--- config.mk ---
export PLATFORM = sky130hd
export DESIGN_NAME = stat_seq
export DESIGN_NICKNAME = d
export VERILOG_FILES = /design/src/rtl/stat_pkg.sv /design/src/rtl/stat_buf.sv /design/src/rtl/stat_seq.sv
export SDC_FILE = /design/constraint.sdc
export NUM_CORES = 2
export LEC_CHECK = 0
export ABC_AREA = 1
export CELL_PAD_IN_SITES_DETAIL_PLACEMENT = 0
export CELL_PAD_IN_SITES_GLOBAL_PLACEMENT = 1
export CORE_MARGIN = 10
export CORE_UTILIZATION = 30
export CTS_CLUSTER_SIZE = 14
export DETAILED_ROUTE_END_ITERATION = 6
export GPL_ROUTABILITY_DRIVEN = 0
export GPL_TIMING_DRIVEN = 0
export PLACE_DENSITY = 0.6
export SETUP_SLACK_MARGIN = 0.5
export SLEW_MARGIN = 25
export SYNTH_ARGS = -nofsm -noshare
export SYNTH_HDL_FRONTEND = slang
export SYNTH_SLANG_ARGS = --single-unit
--- constraint.sdc ---
create_clock -name clk -period 9.68 [get_ports clk]
set_input_delay 1.936 -clock clk [delete_from_list [all_inputs] [get_ports clk]]
set_output_delay 1.936 -clock clk [all_outputs]
set_load 0.1 [all_outputs]
--- src/rtl/stat_pkg.sv ---
// Shared types, constants and width helpers for the frame-statistics sequencer.
package stat_pkg;

    typedef enum logic [2:0] {
        StCollect,
        StMean,
        StVar,
        StScale,
        StOut
    } state_e;

    localparam int unsigned W = 16;

    localparam logic signed [15:0] MIN_INIT = 16'sh7FFF;
    localparam logic signed [15:0] MAX_INIT = 16'sh8000;

    // Reciprocal of the frame length in Q15, truncated.
    function automatic logic [15:0] k_of(input int unsigned n);
        return 16'(32768 / n);
    endfunction

    // Signed running-sum width: sample width plus growth over n samples.
    function automatic int unsigned sum_w(input int unsigned n);
        return W + $clog2(n);
    endfunction

    // Unsigned sum-of-squares width: 34-bit square plus growth over n terms.
    function automatic int unsigned sq_w(input int unsigned n);
        return 34 + $clog2(n);
    endfunction

endpackage

--- src/rtl/stat_buf.sv ---
// Frame sample store: N words, one synchronous write port, one combinational read port.
module stat_buf #(
    parameter int unsigned N  = 7,
    parameter int unsigned W  = 16,
    parameter int unsigned AW = $clog2(N)
) (
    input  logic          clk,
    input  logic          we,
    input  logic [AW-1:0] waddr,
    input  logic [W-1:0]  wdata,
    input  logic [AW-1:0] raddr,
    output logic [W-1:0]  rdata
);

    logic [W-1:0] mem [N];

    // Storage needs no reset: every word is rewritten before the variance pass reads it.
    always_ff @(posedge clk) begin
        if (we) begin
            mem[waddr] <= wdata;
        end
    end

    assign rdata = mem[raddr];

endmodule

--- src/rtl/stat_seq.sv ---
// Streaming frame-statistics sequencer: collects N samples, then computes
// min/max, floor mean and scaled dispersion with one shared squarer.
module stat_seq #(
    parameter int unsigned N = 7,
    parameter int unsigned W = 16
) (
    input  logic                clk,
    input  logic                rst_n,
    input  logic                s_valid,
    input  logic signed [W-1:0] s_data,
    output logic                s_ready,
    output logic                m_valid,
    input  logic                m_ready,
    output logic signed [15:0]  min,
    output logic signed [15:0]  max,
    output logic signed [15:0]  mean,
    output logic [34:0]         disp
);

    import stat_pkg::*;

    localparam int unsigned CW    = $clog2(N);
    localparam int unsigned SUM_W = sum_w(N);
    localparam int unsigned SQ_W  = sq_w(N);
    localparam int unsigned MPW   = SUM_W + 17;
    localparam int unsigned DPW   = SQ_W + 16;
    localparam logic [15:0]   K    = k_of(N);
    localparam logic [CW-1:0] LAST = CW'(N - 1);

    state_e                    state_q;
    logic [CW-1:0]             cnt_q;
    logic [CW-1:0]             idx_q;
    logic signed [15:0]        run_min_q;
    logic signed [15:0]        run_max_q;
    logic signed [SUM_W-1:0]   sum_q;
    logic signed [15:0]        mean_q;
    logic [SQ_W-1:0]           sumsq_q;

    logic                      hs;
    logic [W-1:0]              rd_data;
    logic signed [W:0]         d;
    logic signed [33:0]        sq;
    logic signed [MPW-1:0]     mean_prod;
    logic [DPW-1:0]            disp_prod;
    logic                      unused_bits;

    assign hs = s_valid && s_ready;

    stat_buf #(
        .N (N),
        .W (W)
    ) u_buf (
        .clk   (clk),
        .we    (hs),
        .waddr (cnt_q),
        .wdata (s_data),
        .raddr (idx_q),
        .rdata (rd_data)
    );

    // Deviation from the mean and its square through the single shared multiplier.
    assign d  = $signed({rd_data[W-1], rd_data}) - $signed({mean_q[15], mean_q});
    assign sq = 34'(d) * 34'(d);

    // sum*K then bits [30:15] give the floor of the arithmetic shift, low 16 bits.
    assign mean_prod = MPW'(sum_q) * MPW'($signed({1'b0, K}));
    assign disp_prod = DPW'(sumsq_q) * DPW'(K);

    assign unused_bits = ^{mean_prod[MPW-1:31], mean_prod[14:0],
                           disp_prod[DPW-1:50], disp_prod[14:0]};

    // Sequencer FSM with all datapath registers and registered outputs.
    always_ff @(posedge clk or negedge rst_n) begin
        if (!rst_n) begin
            state_q   <= StCollect;
            cnt_q     <= '0;
            idx_q     <= '0;
            run_min_q <= MIN_INIT;
            run_max_q <= MAX_INIT;
            sum_q     <= '0;
            mean_q    <= '0;
            sumsq_q   <= '0;
            s_ready   <= 1'b1;
            m_valid   <= 1'b0;
            min       <= '0;
            max       <= '0;
            mean      <= '0;
            disp      <= '0;
        end else begin
            unique case (state_q)
                StCollect: begin
                    if (hs) begin
                        if (s_data < run_min_q) run_min_q <= s_data;
                        if (s_data > run_max_q) run_max_q <= s_data;
                        sum_q <= sum_q + SUM_W'(s_data);
                        if (cnt_q == LAST) begin
                            cnt_q   <= '0;
                            s_ready <= 1'b0;
                            state_q <= StMean;
                        end else begin
                            cnt_q <= cnt_q + 1'b1;
                        end
                    end
                end
                StMean: begin
                    mean_q  <= mean_prod[30:15];
                    idx_q   <= '0;
                    sumsq_q <= '0;
                    state_q <= StVar;
                end
                StVar: begin
                    sumsq_q <= sumsq_q + SQ_W'($unsigned(sq));
                    if (idx_q == LAST) begin
                        state_q <= StScale;
                    end else begin
                        idx_q <= idx_q + 1'b1;
                    end
                end
                StScale: begin
                    min     <= run_min_q;
                    max     <= run_max_q;
                    mean    <= mean_q;
                    disp    <= disp_prod[49:15];
                    m_valid <= 1'b1;
                    state_q <= StOut;
                end
                StOut: begin
                    if (m_ready) begin
                        run_min_q <= MIN_INIT;
                        run_max_q <= MAX_INIT;
                        sum_q     <= '0;
                        cnt_q     <= '0;
                        m_valid   <= 1'b0;
                        s_ready   <= 1'b1;
                        state_q   <= StCollect;
                    end
                end
                default: state_q <= StCollect;
            endcase
        end
    end

endmodule

==> impl_metrics.env <==
export IMPL_pre_cts_ws_ns=-2.138
export IMPL_grt_max_degree=75
export IMPL_seq_area_frac_synth=0.2213
export IMPL_rows=129
export IMPL_postRouteWirelength_um=123000
export IMPL_ys_ff_latch=310
export IMPL_clock_root_buffer="clkbuf_16"
export IMPL_worst_path_max_fanout=7
export IMPL_synth_edf_count=112
export IMPL_synth_cells=4814
export IMPL_htree_levels=2
export IMPL_crit_slowest_cell="fa_1"
export IMPL_post_route_period_util=0.9400
export IMPL_setup_violations=0
export IMPL_synth_warnings=0
export IMPL_cts_tree="done"
export IMPL_overflow=0
export IMPL_vias_per_cell=4.670
export IMPL_hold_viol=0
export IMPL_syn_mean_instance_area_um2=7.829
export IMPL_vias=31660
export IMPL_drtAntennaViolNets=0
export IMPL_antenna_found_initial=3
export IMPL_cp_num_buf_inv=15
export IMPL_holdBufCountCts=0
export IMPL_drt_drc_violations_left=0
export IMPL_critical_path_endpoint_type="flip-flop"
export IMPL_syn_area_um2=37690
export IMPL_fp_coreArea_um2=124300
export IMPL_critPathMaxStageDelay_ns=0.55
export IMPL_criticalPathCategory="reg -> reg"
export IMPL_grt_pass1_wl_um=188700
export IMPL_post_route_util=0.3748
export IMPL_die_area_um2=140200
export IMPL_cts_buffers=40
export IMPL_rsz0062_at_grt="true"
export IMPL_slew_headroom=0.2889
export IMPL_route_detailed_wl_per_inst_um=18.14
export IMPL_die_w_um=374.5
export IMPL_clkLatencyLatePin_ns=0.59
export IMPL_drt_pass1_iterations=5
export IMPL_status="finished clean"
export IMPL_tightest_slew_ns=1.063
export IMPL_io_pins=105
export IMPL_ys_types=58
export IMPL_cts_sinks=310
export IMPL_grt_usage=0.1703
export IMPL_drive_above_1_share=0.1556
export IMPL_holdCritPathClass="reg -> reg"
export IMPL_final_cell_mix="1033 x inv_1, 963 x nand2_1, 406 x fa_1, 337 x ha_1, 310 x nor2_1"
export IMPL_place_hpwl_um=100400
export IMPL_worstPathArrival_ns=9.56
export IMPL_syn2layout_area_growth_pct=23.60
export IMPL_nets=5936
export IMPL_async_flop_share=0.6387
export IMPL_synth_fp_nets=5639
export IMPL_drt_iter0_drc=1924
export IMPL_crit_family="adder cells"
export IMPL_clkTransAtPathRegs_ns=0.06
export IMPL_portBuffers=104
export IMPL_max_cap_violations=0
export IMPL_crit_required_ns=10.14
export IMPL_critPathLaunchType="flip-flop"
export IMPL_die_h_um=374.5
export IMPL_period_needed_ns=9.099
export IMPL_cpMostUsedCell="fa_1"
export IMPL_timing_final_ws_setup_ns=0.5812
export IMPL_fmax_mhz=109.9
export IMPL_cts_max_path_buffers=3
export IMPL_maxSlewViolCount=0
export IMPL_r2r_setup_slack_ns=0.58
export IMPL_grt_pass1_vias=32070
export IMPL_layout_commonest_cell="inv_1"
export IMPL_fin_skew_ns=0.02546
export IMPL_initial_utilization=0.3033
export IMPL_synth_flop_cell="dfrtp_1"
## repair_timing
| action | CTS | global route |
|---|---|---|
| pin swaps | 98 | 216 |
| resized for setup | 383 | 398 |
| endpoints found under the setup margin | 28 | 26 |
| cloned | 2 | 4 |
| setup buffers | 63 | 71 |
## layer usage
metal,wire [um],track usage,vias to the layer above
li1,-,-,15610
met1,57920,0.2367,15380
met2,58080,0.2840,543
met3,4385,0.01674,126
met4,2582,0.03738,0
met5,0,0,-
## cells in the mapped netlist, types with 7 or more instances
cell type / count / area share
nand4_1: 47 / 0.0078
a21o_1: 19 / 0.0038
nand2_2: 8 / 0.0013
dfrtp_1: 181 / 0.12
clkbuf_1: 51 / 0.0051
o22ai_1: 27 / 0.0045
nand3b_1: 10 / 0.0020
xor2_1: 38 / 0.0088
nor2_2: 7 / 0.0012
nor3_1: 33 / 0.0044
a31oi_1: 9 / 0.0015
inv_1: 1068 / 0.11
xnor2_1: 34 / 0.0079
nor2_4: 9 / 0.0027
edfxtp_1: 112 / 0.089
nand2_1: 1059 / 0.11
fa_1: 416 / 0.22
o21bai_1: 24 / 0.0048
or2_2: 19 / 0.0032
o21a_1: 7 / 0.0014
nor2_1: 395 / 0.039
dfstp_2: 17 / 0.012
nor4_1: 7 / 0.0012
ha_1: 389 / 0.13
buf_2: 14 / 0.0019
a21oi_1: 249 / 0.033
nand3_1: 204 / 0.027
o21ai_0: 279 / 0.037
inv_2: 16 / 0.0016
## area by class of cell
class	count	area, um^2
antenna	1	2.502
tap	1637	2048
inverter	1086	4151
fill	13000	77700
clock buffer	52	1086
buffer	78	601.8
clock inverter	21	225.2
multi-input combinational	3339	27650
sequential	310	8341
timing repair buffer	256	2475
## state kept, by name (all words and copies together) (netlist names), 19 cells and up
name / flops
sum_q: 19
sumsq_q: 37
u_buf.mem: 112
disp: 35
## final timing paths
kind	from	cells after the start	to
worst max register to register	idx_q[0]	46	sumsq_q[33]
worst max-delay path	idx_q[0]	46	sumsq_q[33]
worst min register to register	run_min_q[4]	2	run_min_q[4]
max in group asynchronous	rst_n	2	disp[3]
min in group asynchronous	rst_n	1	mean[14]
worst min-delay path	run_min_q[4]	2	run_min_q[4]
## stage by stage
stage	TNS (ns)	cell area, um^2	hold WS (ns)	instances
CTS	0	44400	0.4631	6704
finish	0	46580	0.4604	6780
detailed placement	-35.86	40970	0.4535	6567
floorplan	0	37690	0.4419	4814
global placement	-519.34	40780	0.4505	6555
global route	0	46580	0.4700	6779
## worst min-delay path, stage by stage, from the launching register on
cell and delay [ns]:
dfstp_2 0.37, nand2_1 0.05, nand2_1 0.04
## kinds of logic after synthesis
logic type | after synthesis | share of synthesized area
buf+inv | 1165 | 0.1180
flops | 310 | 0.2213
compound gates | 648 | 0.09381
simple gates | 1811 | 0.1982
xor+xnor | 75 | 0.01862
fa+ha+maj | 805 | 0.3501
Power is not shown: default switching activity piles up to over one toggle a cycle in this logic, so the estimate is an artifact.
